`config.mk`:
```
export PLATFORM = sky130hd
export DESIGN_NAME = interrupt_controller
export DESIGN_NICKNAME = d
export VERILOG_FILES = /design/src/rtl/mips_int_pkg.sv /design/src/rtl/nmi_edge_detect.sv /design/src/rtl/interrupt_controller.sv
export SDC_FILE = /design/constraint.sdc
export NUM_CORES = 1
export LEC_CHECK = 0
export CELL_PAD_IN_SITES_DETAIL_PLACEMENT = 1
export CELL_PAD_IN_SITES_GLOBAL_PLACEMENT = 2
export CORE_MARGIN = 2
export CORE_UTILIZATION = 21
export CTS_CLUSTER_SIZE = 20
export DETAILED_ROUTE_END_ITERATION = 6
export GPL_TIMING_DRIVEN = 1
export PLACE_DENSITY = 0.8
export SYNTH_ARGS = -nofsm -noshare
export SYNTH_HDL_FRONTEND = slang
export SYNTH_SLANG_ARGS = --single-unit
```
`constraint.sdc`:
```
create_clock -name clock -period 1.95 [get_ports clock]
set_clock_uncertainty 0.2 [all_clocks]
set_input_delay 0.39 -clock clock [delete_from_list [all_inputs] [get_ports clock]]
set_output_delay 0.39 -clock clock [all_outputs]
set_load 0.01 [all_outputs]
```
`src/rtl/mips_int_pkg.sv`:
```
// mips_int_pkg: shared FSM states, cause codes, default vector base and priority helper
package mips_int_pkg;
  typedef enum logic [1:0] {ST_IDLE, ST_WAIT, ST_REQ, ST_SERV} state_e;
  localparam logic [2:0] CAUSE_NMI = 3'd4;
  localparam logic [2:0] CAUSE_NONE = 3'd7;
  localparam logic [31:0] VEC_BASE_DEFAULT = 32'h0000_0100;
  // index of the lowest set bit (line 0 wins), CAUSE_NONE when empty
  function automatic logic [2:0] lowest_set(input logic [3:0] v);
    lowest_set = CAUSE_NONE;
    for (int i = 3; i >= 0; i--) if (v[i]) lowest_set = 3'(i);
  endfunction
endpackage

```
`src/rtl/nmi_edge_detect.sv`:
```
// nmi_edge_detect: NMI rising-edge capture into a sticky pending flag
// Ports: clk_i clock, rst_ni async active-low reset, nmi_i raw NMI,
//        clr_i clear pending (NMI acknowledged), pend_o pending flag
module nmi_edge_detect (
  input  logic clk_i,
  input  logic rst_ni,
  input  logic nmi_i,
  input  logic clr_i,
  output logic pend_o
);
  logic prev_q, pend_q, pend_d;
  // while pending, new edges merge into the existing request
  assign pend_d = pend_q ? ~clr_i : (nmi_i & ~prev_q);
  always_ff @(posedge clk_i or negedge rst_ni) begin
    if (!rst_ni) begin
      prev_q <= 1'b0;
      pend_q <= 1'b0;
    end else begin
      prev_q <= nmi_i;
      pend_q <= pend_d;
    end
  end
  assign pend_o = pend_q;
endmodule

```
`src/rtl/interrupt_controller.sv`:
```
// interrupt_controller: prioritised NMI + 4-line maskable interrupt controller
// Ports: clock, reset_n (async active-low), NON_maskable_interrupt (edge),
//        interrupt_r[3:0] (level, bit 0 highest), CPU_busy, mask_we/mask_wdata,
//        int_ack, eret in; int_req, int_cause, int_vector, in_service, mask_q out
module interrupt_controller
  import mips_int_pkg::*;
#(
  parameter logic [31:0] VEC_BASE = VEC_BASE_DEFAULT
) (
  input  logic        clock,
  input  logic        reset_n,
  input  logic        NON_maskable_interrupt,
  input  logic [3:0]  interrupt_r,
  input  logic        CPU_busy,
  input  logic        mask_we,
  input  logic [3:0]  mask_wdata,
  input  logic        int_ack,
  input  logic        eret,
  output logic        int_req,
  output logic [2:0]  int_cause,
  output logic [31:0] int_vector,
  output logic        in_service,
  output logic [3:0]  mask_q
);
  state_e state_q, state_d;
  logic [2:0] cause_q, cause_d, win;
  logic [31:0] vector_q, vector_d;
  logic [3:0] mask_d, live;
  logic req_q, srv_q, nmi_pend, nmi_clr, cand, latch;
  nmi_edge_detect u_nmi (
    .clk_i (clock),
    .rst_ni(reset_n),
    .nmi_i (NON_maskable_interrupt),
    .clr_i (nmi_clr),
    .pend_o(nmi_pend)
  );
  assign live = interrupt_r & mask_q;
  assign cand = nmi_pend | (|live);
  assign win = nmi_pend ? CAUSE_NMI : lowest_set(live);
  assign nmi_clr = (state_q == ST_REQ) & int_ack & (cause_q == CAUSE_NMI);
  always_comb begin
    state_d = state_q;
    case (state_q)
      ST_IDLE: state_d = cand ? ST_WAIT : ST_IDLE;
      ST_WAIT: state_d = !cand ? ST_IDLE : (CPU_busy ? ST_WAIT : ST_REQ);
      ST_REQ:  state_d = int_ack ? ST_SERV : ST_REQ;
      ST_SERV: state_d = eret ? ST_IDLE : ST_SERV;
      default: state_d = ST_IDLE;
    endcase
  end
  // winner is frozen at the boundary; later source/mask changes cannot alter it
  assign latch = (state_q == ST_WAIT) & (state_d == ST_REQ);
  assign cause_d = latch ? win : ((state_q == ST_SERV) & eret) ? CAUSE_NONE : cause_q;
  assign vector_d = latch ? VEC_BASE + {25'd0, win, 4'd0} : vector_q;
  assign mask_d = mask_we ? mask_wdata : mask_q;
  always_ff @(posedge clock or negedge reset_n) begin
    if (!reset_n) begin
      state_q <= ST_IDLE;
      req_q <= 1'b0;
      srv_q <= 1'b0;
      cause_q <= CAUSE_NONE;
      vector_q <= 32'd0;
      mask_q <= 4'd0;
    end else begin
      state_q <= state_d;
      req_q <= state_d == ST_REQ;
      srv_q <= state_d == ST_SERV;
      cause_q <= cause_d;
      vector_q <= vector_d;
      mask_q <= mask_d;
    end
  end
  assign int_req = req_q;
  assign in_service = srv_q;
  assign int_cause = cause_q;
  assign int_vector = vector_q;
endmodule

```
Word level (Yosys, flattened, before mapping)
Index checks and enable logic that the tools add are counted.
{ "totals": {"in_bits": 15, "output_inout_bits": 41, "memories": 0, "latchBits": 0, "ram_bits": 0, "rom_bits": 0, "word_cells": 41, "reg_bits": 45} }
{ "classes": {"div": 0, "shift": 0, "n_mul": 0, "bitwise_logic": 9, "n_reduce_logical": 3, "add_sub_neg": 1, "magnitude_cmp": 0, "muxes": 14, "n_eq_ne": 6} }
{ "ops": {"columns": ["operator", "count"], "rows": [
  ["$mux 3", 7],
  ["$add 9x7->10 const A", 1],
  ["$eq 2x2->1 const B", 4],
  ["$pmux 2 s4", 1],
  ["$mux 2", 3],
  ["$and 1x1->1", 5],
  ["$and 4x4->4", 1],
  ["$reduce_or 4->1", 1],
  ["$eq 3x3->1 const B", 1],
  ["$mux 1", 3],
  ["$eq 2x1->1 const B", 1],
  ["$logic_not 2->1", 1],
  ["$not 1->1", 2],
  ["$reduce_bool 2->1", 1],
  ["$or 1x1->1", 1]
]} }

Logic depth before layout (Yosys ltp)
Gate-level depths: netlist (run 1).
{ "depth": {"word_depth": 8, "mapped_depth": 4, "depth_no_buf": 4} }

Modules after synthesis
A second synthesis (run 1) with hierarchy kept.
{ "hier_totals": {"hier_cells": 91, "hier_area_um2": 927.1} }
{ "modules_own_cells": {"columns": ["module", "cells_per_inst", "n_inst", "seq_area_each_um2", "area_each_um2"], "rows": [
  ["interrupt_controller", 87, 1, 379.1, 860.8],
  ["nmi_edge_detect", 4, 1, 50.0, 66.3]
]} }

Worst setup path before layout (run 1)
Ideal clock, no wire load.
{ "synth_timing": {"kind": "flip-flop to flip-flop", "start": "register mask_q[0]", "end": "register vector_q[4], in the netlist int_vector[4]", "required_ns": 1.625, "slack_ns": 0.202, "stages_incl_launch_ff": 5, "arrival_ns": 1.423, "cell_sequence": "dfrtp_1 -> a221o_1 -> or2_4 -> nand2_4 -> mux2_4"} }
{ "synth_between": {"elab_chain_len": 7} }
{ "synth_rtl": {"columns": ["item", "line_no", "source"], "rows": [
  ["from (decl)", "interrupt_controller.sv:23", "output logic [3:0] mask_q"],
  ["from (signal assigned)", "interrupt_controller.sv:70", "mask_q <= mask_d;"],
  ["$and 4x4->4 (*)", "interrupt_controller.sv:37", "assign live = interrupt_r & mask_q;"],
  ["$reduce_or 4->1", "interrupt_controller.sv:38", "assign cand = nmi_pend | (|live);"],
  ["$or 1x1->1", "interrupt_controller.sv:38", null],
  ["$mux 2 or $mux 1 (tied branches)", "interrupt_controller.sv:45, interrupt_controller.sv:44", null],
  ["$pmux 2 s4", "interrupt_controller.sv:43", "case (state_q)"],
  ["$eq 2x2->1", "interrupt_controller.sv:52", "assign latch = (state_q == ST_WAIT) & (state_d == ST_REQ);"],
  ["$and 1x1->1", "interrupt_controller.sv:52", null],
  ["to (signal assigned)", "interrupt_controller.sv:69", "vector_q <= vector_d;"],
  ["to (decl)", "interrupt_controller.sv:27", "logic [31:0] vector_q, vector_d;"]
]} }
Every way passes the cells marked *; elsewhere a longest branch is shown, timed or not.
A chain may end at the register's enable or synchronous reset.

Worst setup path in the final report (run 1)
{ "layout_timing": {"start": "input port interrupt_r[0]", "end": "register vector_q[4], in the netlist int_vector[4]"} }
{ "layout_between": {"elab_chain_len": 7} }
{ "layout_rtl": {"columns": ["item", "line_no", "source"], "rows": [
  ["from (decl)", "interrupt_controller.sv:13", "input logic [3:0] interrupt_r,"],
  ["$and 4x4->4 (*)", "interrupt_controller.sv:37", null],
  ["$reduce_or 4->1", "interrupt_controller.sv:38", null],
  ["$or 1x1->1", "interrupt_controller.sv:38", null],
  ["$mux 2 or $mux 1 (tied branches)", "interrupt_controller.sv:45, interrupt_controller.sv:44", null],
  ["$pmux 2 s4", "interrupt_controller.sv:43", null],
  ["$eq 2x2->1", "interrupt_controller.sv:52", null],
  ["$and 1x1->1", "interrupt_controller.sv:52", null]
]} }
Marked as above.

==> flow_metrics.py, run 1 <==
metrics = {
    "status": {
        "run_status": "finished, final reports clean",
    },
    "synthesis": {
        "synth.mux.area_fraction_pct": 7.38,
        "synth-seq-area-share_pct": 45.2,
        "proportion_of_netlist_area_held_by_the_largest_area_contributor_pct": 36.9,
        "yosys-top-cells-area": "sky130_fd_sc_hd__dfrtp_1, sky130_fd_sc_hd__buf_4, sky130_fd_sc_hd__dfstp_2, sky130_fd_sc_hd__mux2_2, sky130_fd_sc_hd__nand2_1",
        "synth_area_per_cell_um2": 10.6,
        "synth_xor_area_share_pct": 0,
        "synth_simple_gate_area_share_pct": 10.9,
        "synth.ff_latch_count": 17,
        "yosysWarningCount": 0,
        "compound_gate_fraction_of_synth_area_pct": 14.0,
        "synth_top_family_by_area": "buffers and inverters",
        "syn_area_um2": 950,
        "synth_area_leader_cell": "sky130_fd_sc_hd__dfrtp_1",
        "synthAdderAreaFrac_pct": 0,
        "syn-instance-count": 90,
        "yosys.cell_types.count": 23,
    },
    "clock_tree": {
        "clk_pin_slew_worst_paths_ns": 0.07,
        "tritoncts": "done",
        "cts_htree_levels": 1,
        "ctsHoldBuffers": 0,
        "later_pin_clock_latency_in_the_skew_report_ns": 0.25,
        "cts.sink_count": 17,
        "cts_root_buffer": "sky130_fd_sc_hd__clkbuf_8",
        "numCtsBuffers": 3,
        "cts-root-to-sink-buffers": 2,
    },
    "power_and_ir_drop": {
        "power.ir.vdd_worst_mv": 0.486,
        "post_route_total_power_mw": 1.49,
        "p_per_cell_area_nw_per_um2": 1140,
        "power.leakage_nw": 0.595,
    },
    "global_route": {
        "grt_max_degree": 11,
        "grt_util_all_layers_pct": 9.42,
        "sum_of_overflow_across_all_layers_after_global_routing": 0,
        "antenna_found_initial": 0,
        "wire_length_of_the_first_global_routing_pass_um": 3640,
        "vias_in_the_first_global_route": 739,
    },
    "placement": {
        "dp.final_hpwl_um": 1780,
        "gp_congestion": 0.760,
        "numPortBuffers": 27,
        "placed_cells_incl_taps": 178,
        "detailed_place.area_um2": 1250,
    },
    "setup_path": {
        "critical_path.n_buffers_inverters": 1,
        "critical-path-top-delay-family": "buffers and inverters",
        "critical_path.cell_chain": "clkdlybuf4s50_1, a221o_1, or2_4, nand2_4, mux2_4",
        "crit_end_category": "flip-flop",
        "cp-start-kind": "input pin",
        "worst_path_largest_cell_delay_ns": 0.43,
        "cpMaxStageDelayCell": "sky130_fd_sc_hd__clkdlybuf4s50_1",
        "timing_worst_setup_path_type": "input pin to flip-flop",
        "worst_ep_required_ns": 1.89,
        "critPathMaxFanout": 2,
        "worst_path_arrival_ns": 1.82,
    },
    "detailed_routing": {
        "drc": 0,
        "drtAntennaViolNets": 0,
        "drt-pass1-iter-count": 5,
        "num_vias": 712,
        "routed_via_density": 3.91,
        "post_drt_wl_per_cell_um": 12.5,
        "drt-total-wl_um": 2270,
        "dr.first_iter.drc_count": 24,
    },
    "die": {
        "height_of_the_die_um": 71.2,
        "initial_standard_cell_utilization_of_the_core_pct": 21.8,
        "io-pin-count": 56,
        "core-area_um2": 4350,
        "rows": 24,
        "die-area_um2": 5080,
        "die_width_um": 71.2,
    },
    "timing": {
        "post-route-min-period_ns": 1.88,
        "maxSlewViolCount": 0,
        "final.period_utilization_pct": 96.4,
        "hold_viol_final": 0,
        "rsz0062_at_grt": "no",
        "clock.fmax_ghz": 0.532,
        "finalSetupViolations": 0,
    },
    "final_layout": {
        "final_layout_size_suffix_gt1_share_pct": 20.8,
        "n_antenna_cell": 0,
        "finish.instance_area_um2": 1300,
        "layout.nets": 146,
        "layout_common_cells": "sky130_fd_sc_hd__conb_1, sky130_fd_sc_hd__clkdlybuf4s50_1, sky130_fd_sc_hd__dfrtp_1",
        "synthToLayoutAreaGrowth_pct": 37.0,
        "final_cell_count_no_fill": 182,
        "mostFrequentLayoutCell": "sky130_fd_sc_hd__conb_1",
        "fin_util_pct": 29.9,
    },
    "worst_hold_path": {
        "hold_path_class": "input pin to asynchronous set/reset pin",
    },
    "flow_run": {
        "timing.max_cap.violations": 0,
    },
}
[routing by layer]
metal  up-vias  track usage (%)  wire, um
li1        332                -         -
met1       333             10.8       906
met2        45             16.3      1130
met3         2             3.52       215
met4         0             2.94        17
met5         -                0         0
[where the power goes]
| group | switching (mW) | internal, mW |
|---|---|---|
| registers | 0.115 | 0.489 |
| logic | 0.270 | 0.353 |
| clock network | 0.121 | 0.142 |
[final cells by class]
type	instances	area [um2]
Clock inverter	1	5.00
Sequential cell	17	429
Tap cell	52	65.1
Fill cell	507	3050
Timing Repair Buffer	37	349
Clock buffer	3	41.3
Multi-Input combinational cell	72	412
[path summary, 6_finish.rpt]
kind	from	to	slack [ns]	depth (start not counted)
worst max register to register	u_nmi.pend_o	int_vector[4]	0.24	4
min in group clock	u_nmi.prev_q	u_nmi.pend_o	0.25	1
max in group asynchronous	reset_n	mask_q[1]	0.81	2
worst min register to register	u_nmi.prev_q	u_nmi.pend_o	0.25	1
worst max-delay path	interrupt_r[0]	int_vector[4]	0.07	5
worst min-delay path	reset_n	in_service	0.25	1
[stage by stage]
stage               setup WS, ns  hold slack, ns  setup TNS (ns)
floorplan                  0.202          -0.106               0
global placement          -0.177           0.226          -0.828
detailed placement        -0.205           0.243          -0.993
CTS                      0.00944           0.254               0
global route              0.0474           0.268               0
finish                    0.0693           0.246               0
[cell families (layout without fill, tap and decap cells)]
group | Yosys count | count (layout)
simple gates | 18 | 18
other cells | 1 | 28
flops | 17 | 17
compound gates | 20 | 20
mux | 6 | 6
buf+inv | 28 | 41
[timing repair]
| action | 4_1_cts | 5_1_grt |
|---|---|---|
| resized for setup | 1 | 3 |
| buffers inserted | 0 | 0 |
| setup endpoints to repair | 1 | 3 |
[flip-flops by register name, indices dropped and copies added, names as in the netlist]
| signal | flops |
|---|---|
| int_vector | 4 |
| state_q | 2 |
| in_service | 1 |
| int_req | 1 |
| u_nmi.prev_q | 1 |
| u_nmi.pend_o | 1 |
| int_cause | 3 |
| mask_q | 4 |
[synth_stat cells]
| master | instances |
|---|---|
| sky130_fd_sc_hd__buf_4 | 28 |
| sky130_fd_sc_hd__dfrtp_1 | 14 |
| sky130_fd_sc_hd__nand2_1 | 7 |
| sky130_fd_sc_hd__a21oi_1 | 5 |
| sky130_fd_sc_hd__o21ai_0 | 5 |
| sky130_fd_sc_hd__mux2_2 | 4 |
| sky130_fd_sc_hd__dfstp_2 | 3 |
| sky130_fd_sc_hd__nand2b_1 | 3 |
| sky130_fd_sc_hd__nor2_1 | 3 |
| sky130_fd_sc_hd__a21o_2 | 2 |
| sky130_fd_sc_hd__a22o_1 | 2 |
| sky130_fd_sc_hd__a31oi_1 | 2 |
| sky130_fd_sc_hd__o22a_1 | 2 |
| sky130_fd_sc_hd__a221o_1 | 1 |
| sky130_fd_sc_hd__and2b_1 | 1 |
| sky130_fd_sc_hd__and2b_2 | 1 |
| sky130_fd_sc_hd__conb_1 | 1 |
| sky130_fd_sc_hd__mux2_4 | 1 |
| sky130_fd_sc_hd__mux2i_1 | 1 |
| sky130_fd_sc_hd__nand2_4 | 1 |
| sky130_fd_sc_hd__nand4bb_1 | 1 |
| sky130_fd_sc_hd__o31ai_1 | 1 |
| sky130_fd_sc_hd__or2_4 | 1 |
Power figures use the tool's default switching activity.
==> run 2: changes to the inputs <==
--- a/config.mk
+++ b/config.mk
@@ -9,6 +9,7 @@
 export CELL_PAD_IN_SITES_GLOBAL_PLACEMENT = 2
 export CORE_MARGIN = 2
 export CORE_UTILIZATION = 21
+export CTS_BUF_LIST = sky130_fd_sc_hd__clkbuf_4
 export CTS_CLUSTER_SIZE = 20
 export DETAILED_ROUTE_END_ITERATION = 6
 export GPL_TIMING_DRIVEN = 1
==> run 2 against run 1 <==
Effect of this change: sequential cell count stayed put; die area stayed put; fmax is 1.6% higher; clock-buffer cell count stayed put; cell count stayed put; register-to-register slack hardly changed; via count is 0.70% lower.
==> flow_metrics.py, run 2 (synthesis gave the netlist of run 1 again) <==
metrics = {
    "status": {
        "run_status": "finished, final reports clean",
    },
    "clock_tree": {
        "numCtsBuffers": 3,
        "cts_root_buffer": "sky130_fd_sc_hd__clkbuf_4",
        "post-cts-setup-buffer-count": 0,
        "cts.repair.resized": 3,
        "ctsHoldBuffers": 0,
        "cts-root-to-sink-buffers": 2,
        "later_pin_clock_latency_in_the_skew_report_ns": 0.29,
        "tritoncts": "done",
        "clk_pin_slew_worst_paths_ns": 0.11,
        "cts_htree_levels": 1,
        "cts.sink_count": 17,
    },
    "final_layout": {
        "final_cell_count_no_fill": 182,
        "layout.nets": 146,
        "finish.instance_area_um2": 1270,
        "n_fill_cell": 509,
        "n_antenna_cell": 0,
        "area.sequential_um2": 429,
        "layout_common_cells": "sky130_fd_sc_hd__conb_1, sky130_fd_sc_hd__clkdlybuf4s50_1, sky130_fd_sc_hd__dfrtp_1",
        "fin_util_pct": 29.3,
        "multi_input_comb_area_um2": 412,
        "synthToLayoutAreaGrowth_pct": 34.3,
        "mostFrequentLayoutCell": "sky130_fd_sc_hd__conb_1",
        "final_layout_size_suffix_gt1_share_pct": 20.8,
    },
    "die": {
        "initial_standard_cell_utilization_of_the_core_pct": 21.8,
        "die_width_um": 71.2,
        "rows": 24,
        "die-area_um2": 5080,
        "height_of_the_die_um": 71.2,
        "io-pin-count": 56,
        "core-area_um2": 4350,
    },
    "timing": {
        "maxSlewViolCount": 0,
        "final.period_utilization_pct": 94.9,
        "post-route-min-period_ns": 1.85,
        "fin_worst_hold_slack_ns": 0.196,
        "clock.fmax_ghz": 0.540,
        "rsz0062_at_grt": "no",
        "layout_setup_ws_ns": 0.0992,
        "hold_viol_final": 0,
        "setup_total_negative_slack_ns": 0,
        "finalSetupViolations": 0,
    },
    "global_route": {
        "grt_max_degree": 11,
        "antenna_found_initial": 0,
        "grt_util_all_layers_pct": 9.42,
        "vias_in_the_first_global_route": 743,
        "wire_length_of_the_first_global_routing_pass_um": 3660,
        "sum_of_overflow_across_all_layers_after_global_routing": 0,
    },
    "setup_path": {
        "worst_path_largest_cell_delay_ns": 0.56,
        "worst_ep_required_ns": 1.36,
        "cp-start-kind": "flip-flop",
        "critPathMaxFanout": 4,
        "worst_path_arrival_ns": 1.26,
        "crit_end_category": "output pin",
        "critical_path.cell_chain": "clkdlybuf4s50_1",
        "critical-path-top-delay-family": "buffers and inverters",
        "timing_worst_setup_path_type": "flip-flop to output pin",
        "critical_path.n_buffers_inverters": 1,
        "cpMaxStageDelayCell": "sky130_fd_sc_hd__clkdlybuf4s50_1",
    },
    "power_and_ir_drop": {
        "power.combinational.fraction_pct": 43.6,
        "cellInternalPower_mw": 0.909,
        "power.leakage_nw": 0.580,
        "post_route_total_power_mw": 1.41,
        "sequentialPowerShare_pct": 42.8,
        "power.ir.vdd_worst_mv": 0.421,
        "power.switching_fraction_pct": 35.6,
        "p_per_cell_area_nw_per_um2": 1110,
        "share_clk_of_total_power_pct": 13.6,
        "p_sw_mw": 0.503,
    },
    "detailed_routing": {
        "drt-total-wl_um": 2290,
        "num_vias": 707,
        "drt-pass1-iter-count": 3,
        "drc": 0,
        "post_drt_wl_per_cell_um": 12.6,
        "routed_via_density": 3.88,
        "dr.first_iter.drc_count": 29,
        "drtAntennaViolNets": 0,
    },
    "placement": {
        "numPortBuffers": 27,
        "dp.final_hpwl_um": 1780,
        "placement.setup.worst_slack_ns": -0.205,
        "gp_congestion": 0.760,
        "detailed_place.area_um2": 1250,
        "placed_cells_incl_taps": 178,
    },
    "worst_hold_path": {
        "hold_path_class": "input pin to asynchronous set/reset pin",
    },
    "flow_run": {
        "timing.max_cap.violations": 0,
    },
}
-- run 2: changes by cell type in the layout (fill, tap and decap cells not counted) --
| cell | change |
|---|---|
| sky130_fd_sc_hd__o21ai_0 | +1 |
| sky130_fd_sc_hd__clkbuf_4 | +3 |
| sky130_fd_sc_hd__o21ai_1 | -1 |
| sky130_fd_sc_hd__dlygate4sd2_1 | +2 |
| sky130_fd_sc_hd__dlymetal6s2s_1 | -2 |
| sky130_fd_sc_hd__clkbuf_8 | -3 |
-- run 2: power by group through the flow --
stage | sequential [mW] | clock, mW | combinational (mW)
global route | 0.627 | 0.218 | 0.677
finish | 0.604 | 0.192 | 0.615
global placement | 0.606 | 0 | 0.619
floorplan | 0.618 | 0 | 0.316
detailed placement | 0.609 | 0 | 0.630
CTS | 0.605 | 0.202 | 0.619
-- run 2: path summary, 6_finish.rpt --
path / from / endpoint / slack, ns / depth (start not counted)
max: mask_q[2] / mask_q[2] / 0.1 / 1
min: reset_n / in_service / 0.20 / 1
max reg2reg: u_nmi.pend_o / int_vector[4] / 0.23 / 4
min reg2reg: u_nmi.prev_q / u_nmi.pend_o / 0.25 / 1
max in group asynchronous: reset_n / mask_q[1] / 0.85 / 2
min in group clock: u_nmi.prev_q / u_nmi.pend_o / 0.25 / 1
-- run 2: cell type report --
type / count / share of cell area (%)
repair buffers: 37 / 26.8
clock buffers: 3 / 1.77
flip-flops and latches: 17 / 33.7
multi-input cells: 72 / 32.3
well taps: 52 / 5.10
clock inverters: 1 / 0.393
-- run 2: layer usage --
metal | global-route usage [%] | routed length, um
met2 | 16.5 | 1120
met1 | 10.9 | 919
met3 | 3.52 | 213
met5 | 0 | 0
met4 | 2.31 | 36
